[src/rtl/bus_transfer_sequencer_if.sv]
// Command handshake and bus-enable bundle between the microcode controller
// (master) and the bus transfer sequencer (slave).
interface bus_transfer_sequencer_if #(
  parameter int NUM_SRC = 9,
  parameter int SRC_W   = 4,
  parameter int NUM_DST = 12
);
  logic               i_cmd_valid;
  logic               o_cmd_ready;
  logic [SRC_W-1:0]   i_cmd_src;
  logic [NUM_DST-1:0] i_cmd_dst;
  logic               i_abort;
  logic [NUM_SRC-1:0] o_src_out;
  logic [NUM_DST-1:0] o_dst_load;
  logic               o_busy;
  logic               o_done;
  logic               o_err;

  modport master (
    output i_cmd_valid, i_cmd_src, i_cmd_dst, i_abort,
    input  o_cmd_ready, o_src_out, o_dst_load, o_busy, o_done, o_err
  );

  modport slave (
    input  i_cmd_valid, i_cmd_src, i_cmd_dst, i_abort,
    output o_cmd_ready, o_src_out, o_dst_load, o_busy, o_done, o_err
  );
endinterface

[src/rtl/bus_transfer_sequencer.sv]
// Runs one register transfer per command on the OR-reduced bus: a single source
// drives for SETTLE_CYCLES, then the destination load strobes pulse once.
//
// state  | meaning
// IDLE   | waiting for a command; no bus driver enabled
// SETTLE | latched source drives the bus while the settle counter runs down
// LOAD   | source still driving; destination strobes and done pulse this cycle
module bus_transfer_sequencer #(
  parameter int NUM_SRC       = 9,
  parameter int SRC_W         = 4,
  parameter int NUM_DST       = 12,
  parameter int SETTLE_CYCLES = 1
) (
  input logic                     i_clk,
  input logic                     i_reset,
  bus_transfer_sequencer_if.slave bus
);

  if (SETTLE_CYCLES < 0 || SETTLE_CYCLES > 15) begin : g_bad_settle
    $error("SETTLE_CYCLES must be in 0..15");
  end
  if ((2 ** SRC_W) < NUM_SRC) begin : g_bad_src_w
    $error("SRC_W too narrow for NUM_SRC");
  end

  localparam logic [1:0] ST_IDLE   = 2'd0;
  localparam logic [1:0] ST_SETTLE = 2'd1;
  localparam logic [1:0] ST_LOAD   = 2'd2;

  localparam logic [3:0]   CNT_INIT  = (SETTLE_CYCLES == 0) ? 4'd0 : 4'(SETTLE_CYCLES - 1);
  localparam logic [SRC_W:0] SRC_LIMIT = (SRC_W + 1)'(NUM_SRC);

  logic [1:0]         state, state_nxt;
  logic [3:0]         cnt, cnt_nxt;
  logic [SRC_W-1:0]   src_q;
  logic [NUM_DST-1:0] dst_q;
  logic               ready, accept, legal;
  logic [SRC_W-1:0]   sel_src;
  logic [NUM_DST-1:0] sel_dst;
  logic [NUM_SRC-1:0] src_hot;

  logic [NUM_SRC-1:0] src_out_q;
  logic [NUM_DST-1:0] dst_load_q;
  logic               busy_q, done_q, err_q;

  assign ready  = (state == ST_IDLE) & ~bus.i_abort & ~i_reset;
  assign accept = bus.i_cmd_valid & ready;
  assign legal  = ({1'b0, bus.i_cmd_src} < SRC_LIMIT) & (|bus.i_cmd_dst);

  // Outputs are registered from the next state, so the fields being latched
  // this edge must feed the decode directly.
  assign sel_src = accept ? bus.i_cmd_src : src_q;
  assign sel_dst = accept ? bus.i_cmd_dst : dst_q;

  always_comb begin
    src_hot = '0;
    for (int i = 0; i < NUM_SRC; i++) begin
      src_hot[i] = (sel_src == i[SRC_W-1:0]);
    end
  end

  always_comb begin
    state_nxt = state;
    cnt_nxt   = cnt;
    case (state)
      ST_IDLE: begin
        if (accept && legal) begin
          state_nxt = (SETTLE_CYCLES == 0) ? ST_LOAD : ST_SETTLE;
          cnt_nxt   = CNT_INIT;
        end
      end
      ST_SETTLE: begin
        if (bus.i_abort) begin
          state_nxt = ST_IDLE;
        end else if (cnt == 4'd0) begin
          state_nxt = ST_LOAD;
        end else begin
          cnt_nxt = cnt - 4'd1;
        end
      end
      ST_LOAD:  state_nxt = ST_IDLE;
      default:  state_nxt = ST_IDLE;
    endcase
  end

  always_ff @(posedge i_clk) begin
    if (i_reset) begin
      state      <= ST_IDLE;
      cnt        <= 4'd0;
      src_q      <= '0;
      dst_q      <= '0;
      src_out_q  <= '0;
      dst_load_q <= '0;
      busy_q     <= 1'b0;
      done_q     <= 1'b0;
      err_q      <= 1'b0;
    end else begin
      state <= state_nxt;
      cnt   <= cnt_nxt;
      if (accept && legal) begin
        src_q <= bus.i_cmd_src;
        dst_q <= bus.i_cmd_dst;
      end
      src_out_q  <= (state_nxt != ST_IDLE) ? src_hot : '0;
      dst_load_q <= (state_nxt == ST_LOAD) ? sel_dst : '0;
      busy_q     <= (state_nxt != ST_IDLE);
      done_q     <= (state_nxt == ST_LOAD);
      err_q      <= accept & ~legal;
    end
  end

  assign bus.o_cmd_ready = ready;
  assign bus.o_src_out   = src_out_q;
  assign bus.o_dst_load  = dst_load_q;
  assign bus.o_busy      = busy_q;
  assign bus.o_done      = done_q;
  assign bus.o_err       = err_q;

endmodule

[src/flat_wrapper.sv]
// flat-port wrapper written by rule: the top's interface ports become plain ports
module bus_transfer_sequencer_flat 
#(
  parameter int NUM_SRC       = 9,
  parameter int SRC_W         = 4,
  parameter int NUM_DST       = 12,
  parameter int SETTLE_CYCLES = 1
)
  (i_clk, i_reset, bus_i_cmd_valid, bus_i_cmd_src, bus_i_cmd_dst, bus_i_abort, bus_o_cmd_ready, bus_o_src_out, bus_o_dst_load, bus_o_busy, bus_o_done, bus_o_err);
  bus_transfer_sequencer_if #(.NUM_SRC(NUM_SRC), .SRC_W(SRC_W), .NUM_DST(NUM_DST)) bus_i ();
  input logic i_clk;
  input logic i_reset;
  input wire logic [$bits(bus_i.i_cmd_valid)-1:0] bus_i_cmd_valid;
  input wire logic [$bits(bus_i.i_cmd_src)-1:0] bus_i_cmd_src;
  input wire logic [$bits(bus_i.i_cmd_dst)-1:0] bus_i_cmd_dst;
  input wire logic [$bits(bus_i.i_abort)-1:0] bus_i_abort;
  output wire logic [$bits(bus_i.o_cmd_ready)-1:0] bus_o_cmd_ready;
  output wire logic [$bits(bus_i.o_src_out)-1:0] bus_o_src_out;
  output wire logic [$bits(bus_i.o_dst_load)-1:0] bus_o_dst_load;
  output wire logic [$bits(bus_i.o_busy)-1:0] bus_o_busy;
  output wire logic [$bits(bus_i.o_done)-1:0] bus_o_done;
  output wire logic [$bits(bus_i.o_err)-1:0] bus_o_err;
  assign bus_i.i_cmd_valid = bus_i_cmd_valid;
  assign bus_i.i_cmd_src = bus_i_cmd_src;
  assign bus_i.i_cmd_dst = bus_i_cmd_dst;
  assign bus_i.i_abort = bus_i_abort;
  assign bus_o_cmd_ready = bus_i.o_cmd_ready;
  assign bus_o_src_out = bus_i.o_src_out;
  assign bus_o_dst_load = bus_i.o_dst_load;
  assign bus_o_busy = bus_i.o_busy;
  assign bus_o_done = bus_i.o_done;
  assign bus_o_err = bus_i.o_err;
  bus_transfer_sequencer #(.NUM_SRC(NUM_SRC), .SRC_W(SRC_W), .NUM_DST(NUM_DST), .SETTLE_CYCLES(SETTLE_CYCLES)) u_core (.i_clk(i_clk), .i_reset(i_reset), .bus(bus_i));
endmodule
[config.mk]
export PLATFORM = sky130hd
export DESIGN_NAME = bus_transfer_sequencer_flat
export DESIGN_NICKNAME = d
export VERILOG_FILES = /design/src/rtl/bus_transfer_sequencer_if.sv /design/src/rtl/bus_transfer_sequencer.sv /design/src/flat_wrapper.sv
export SDC_FILE = /design/constraint.sdc
export NUM_CORES = 1
export LEC_CHECK = 0
export CAP_MARGIN = 5
export CORE_UTILIZATION = 40
export CTS_CLUSTER_DIAMETER = 50
export DETAILED_ROUTE_END_ITERATION = 6
export PLACE_DENSITY_LB_ADDON = 0.1
export SKIP_CTS_REPAIR_TIMING = 1
export SLEW_MARGIN = 30
export SYNTH_ARGS = -nofsm -noshare
export SYNTH_HDL_FRONTEND = slang
export SYNTH_SLANG_ARGS = --single-unit
[constraint.sdc]
create_clock -name i_clk -period 2.2 [get_ports i_clk]
set_input_delay 0.44 -clock i_clk [delete_from_list [all_inputs] [get_ports i_clk]]
set_output_delay 0.44 -clock i_clk [all_outputs]
set_load 0.05 [all_outputs]
==> results.toml <==
[run_status]
status = "completed"

[flow_run]
maxCapViolCount = 0

[finish]
nets = 291
area_growth_pct = 39.54
final_cells = 319
final_common_cell = "nand2_1"
drive_gt1_share_pct = 12.64
diodes = 0
mostFrequentLayoutCells = "nand2_1, dfxtp_1, clkdlybuf4s50_1, a21oi_1, buf_4"

[timing]
finalCriticalPeriod_ns = 2.025
tightest_slew_ns = 0.5084
timing_hold_violations_final = 0
slew_violations = 0
rsz0062_at_grt = "no"
fin_skew_ns = 0.005830
fmax_mhz = 493.9
fin_crit_sh_pct = 92.03
tns_ns = 0
max_slew_margin_pct = 66.11
fin_hold_ws_ns = 0.4569
setup_viol = 0

[setup_path]
cp_max_fo = 18
timing.rr.end = "u_core.bus.o_dst_load[4]$_SDFF_PP0_"
worstPathCellList = "clkdlybuf4s50_1 -> nor4_4 -> and2_1 -> and3_1 -> buf_4 -> nand2_1 -> a21oi_1"
start_kind = "input pin"
reg2reg_depth = 5
worst-endpoint-required_ns = 2.43
crit_slowest_cell = "clkdlybuf4s50_1"
end_kind = "flop"
reg2reg_from = "u_core.cnt[0]$_SDFFE_PP0P_"
arrival_ns = 2.26
cpPeakStageDelay_ns = 0.46
regToRegSetupSlack_ns = 0.40
path_class = "input pin to flop"

[place]
port_buffers = 44
place_congestion = 0.7926
dp_cells = 312
dp_hpwl_mm = 2.884

[clock_network]
cts.sinks = 46
cts_tree = "done"
clock_latency_ns = 0.30
cts_root_buf = "clkbuf_8"
clk_path_buf_depth = 2
path_clk_slew_ns = 0.08
numCtsBuffers = 5
ctsHtreeMaxLevel = 2

[min_path]
hold_end = "u_core.bus.o_dst_load[3]$_SDFF_PP0_"
hold_class = "flop to flop"
hp-start = "u_core.dst_q[3]$_SDFFE_PP0P_"
min_path_cells = 2

[floorplan]
die_h_microns = 68.63
dieArea_sq_um = 4709
core_area_sq_um = 4144
fp.dieW_microns = 68.63
start_util_pct = 42.84
pin_count = 45
fp-row-count = 23

[grt]
grt_first_pass_wirelength_mm = 6.361
grt_max_degree = 25
grt_use_total_pct = 18.75
use_met1_pct = 23.85
use_met2_pct = 29.29
grt_pass1_vias = 1382
busiest_layer = "met2"
grtUsageMet3_pct = 5.592
antenna_found_initial = 0
overflow = 0

[drt]
viasPerCell = 4.937
route.detailed.drc = 0
drtIter0Drc = 57
detail_route.first_pass.iterations = 4
drt_wl_total_mm = 3.965
detail-route-antenna-nets = 0
drt-wirelength-per-cell_microns = 12.43
vias = 1575

[synthesis]
syn-cell-area_sq_um = 1775
syn_nets = 229
ys_seq_elements = 46
yosys.cell_types.count = 31
yosysWarnings = 0
synth-async-reset-ratio_pct = 0
ys_seq_area_share_pct = 51.87
synth_cells = 207
ys.flop_type = "dfxtp_1"
synth_area_per_cell_sq_um = 8.577
synth_edf_count = 0

[power_and_ir_drop]
powerDensity_nw_per_um2 = 600.1
p_leak_nw = 0.8755
finalPower_w = 0.001487
peakVddDrop_mv = 0.3171
cell usage after synthesis (3+ instances only):
library cell	number	area, sq um
a21oi_1	31	155.2
nand2_1	62	232.7
nor3_1	12	60.06
inv_1	7	26.28
nor3b_1	4	30.03
dfxtp_1	46	920.9
clkbuf_1	9	33.78
a31oi_1	3	18.77
nor4_1	4	25.02
registers in the layout, indices dropped and copies added, names as in the netlist, 2 cells and up:
signal	count
u_core.bus.o_dst_load	12
u_core.bus.o_src_out	9
u_core.cnt	4
u_core.dst_q	12
u_core.src_q	4
u_core.state	2
routing by layer:
layer	vias up	part of all wire (%)
li1	821	-
met1	713	48
met2	36	46
met3	5	4.8
met4	0	1.2
met5	-	0
worst max path at each step:
stage / cells after the start / slack (ns) / startpoint / to
after floorplan: 7 / -0.03 / i_reset / u_core.bus.o_src_out[5]$_SDFF_PP0_
after global placement: 6 / -0.07 / bus_i_abort / u_core.bus.o_src_out[1]$_SDFF_PP0_
after detailed placement: 7 / -0.15 / bus_i_abort / u_core.dst_q[6]$_SDFFE_PP0P_
after CTS: 7 / 0.17 / bus_i_abort / u_core.dst_q[11]$_SDFFE_PP0P_
after global routing: 7 / 0.06 / bus_i_abort / u_core.dst_q[10]$_SDFFE_PP0P_
final: 7 / 0.18 / bus_i_abort / u_core.dst_q[6]$_SDFFE_PP0P_
area by class of cell:
class                   instances  area [sq um]
well taps                      50         62.56
multi-input cells             141         757.0
clock inverters                 1         7.507
clock buffers                   6         72.57
fillers                       386          1667
flip-flops and latches         46         920.9
inverters                       7         26.28
repair buffers                 68         630.6
critical path, delay by kind of cell:
kind / cells / cell delay, ns
and+or+nand+nor: 4 / 0.95
buffers and inverters: 2 / 0.71
AOI/OAI and AO/OA: 1 / 0.13
cell families after synthesis:
family          synth area share [%]
simple gates                   25.51
flops                          51.87
mux                           0.5638
fa+ha+maj                      1.409
compound gates                 14.17
xor+xnor                      0.9868
buf+inv                        5.497
per-stage QoR:
step | instance area, sq um | util, % | setup WS [ns]
after floorplan | 1787 | - | -0.03296
after global placement | 2397 | 57.85 | -0.06711
after detailed placement | 2397 | 57.85 | -0.1468
after CTS | 2477 | 59.78 | 0.1667
after global routing | 2477 | 59.78 | 0.05912
final | 2477 | 59.78 | 0.1754
power by group:
group          switching [W]  total, W  leakage, nW  internal [W]
clock               0.000271  0.000489       0.0373      0.000218
combinational      0.0000764  0.000151        0.467     0.0000748
sequential        0.00000508  0.000847        0.371      0.000841
total               0.000352   0.00149        0.875       0.00113
Power figures use the tool's default switching activity.
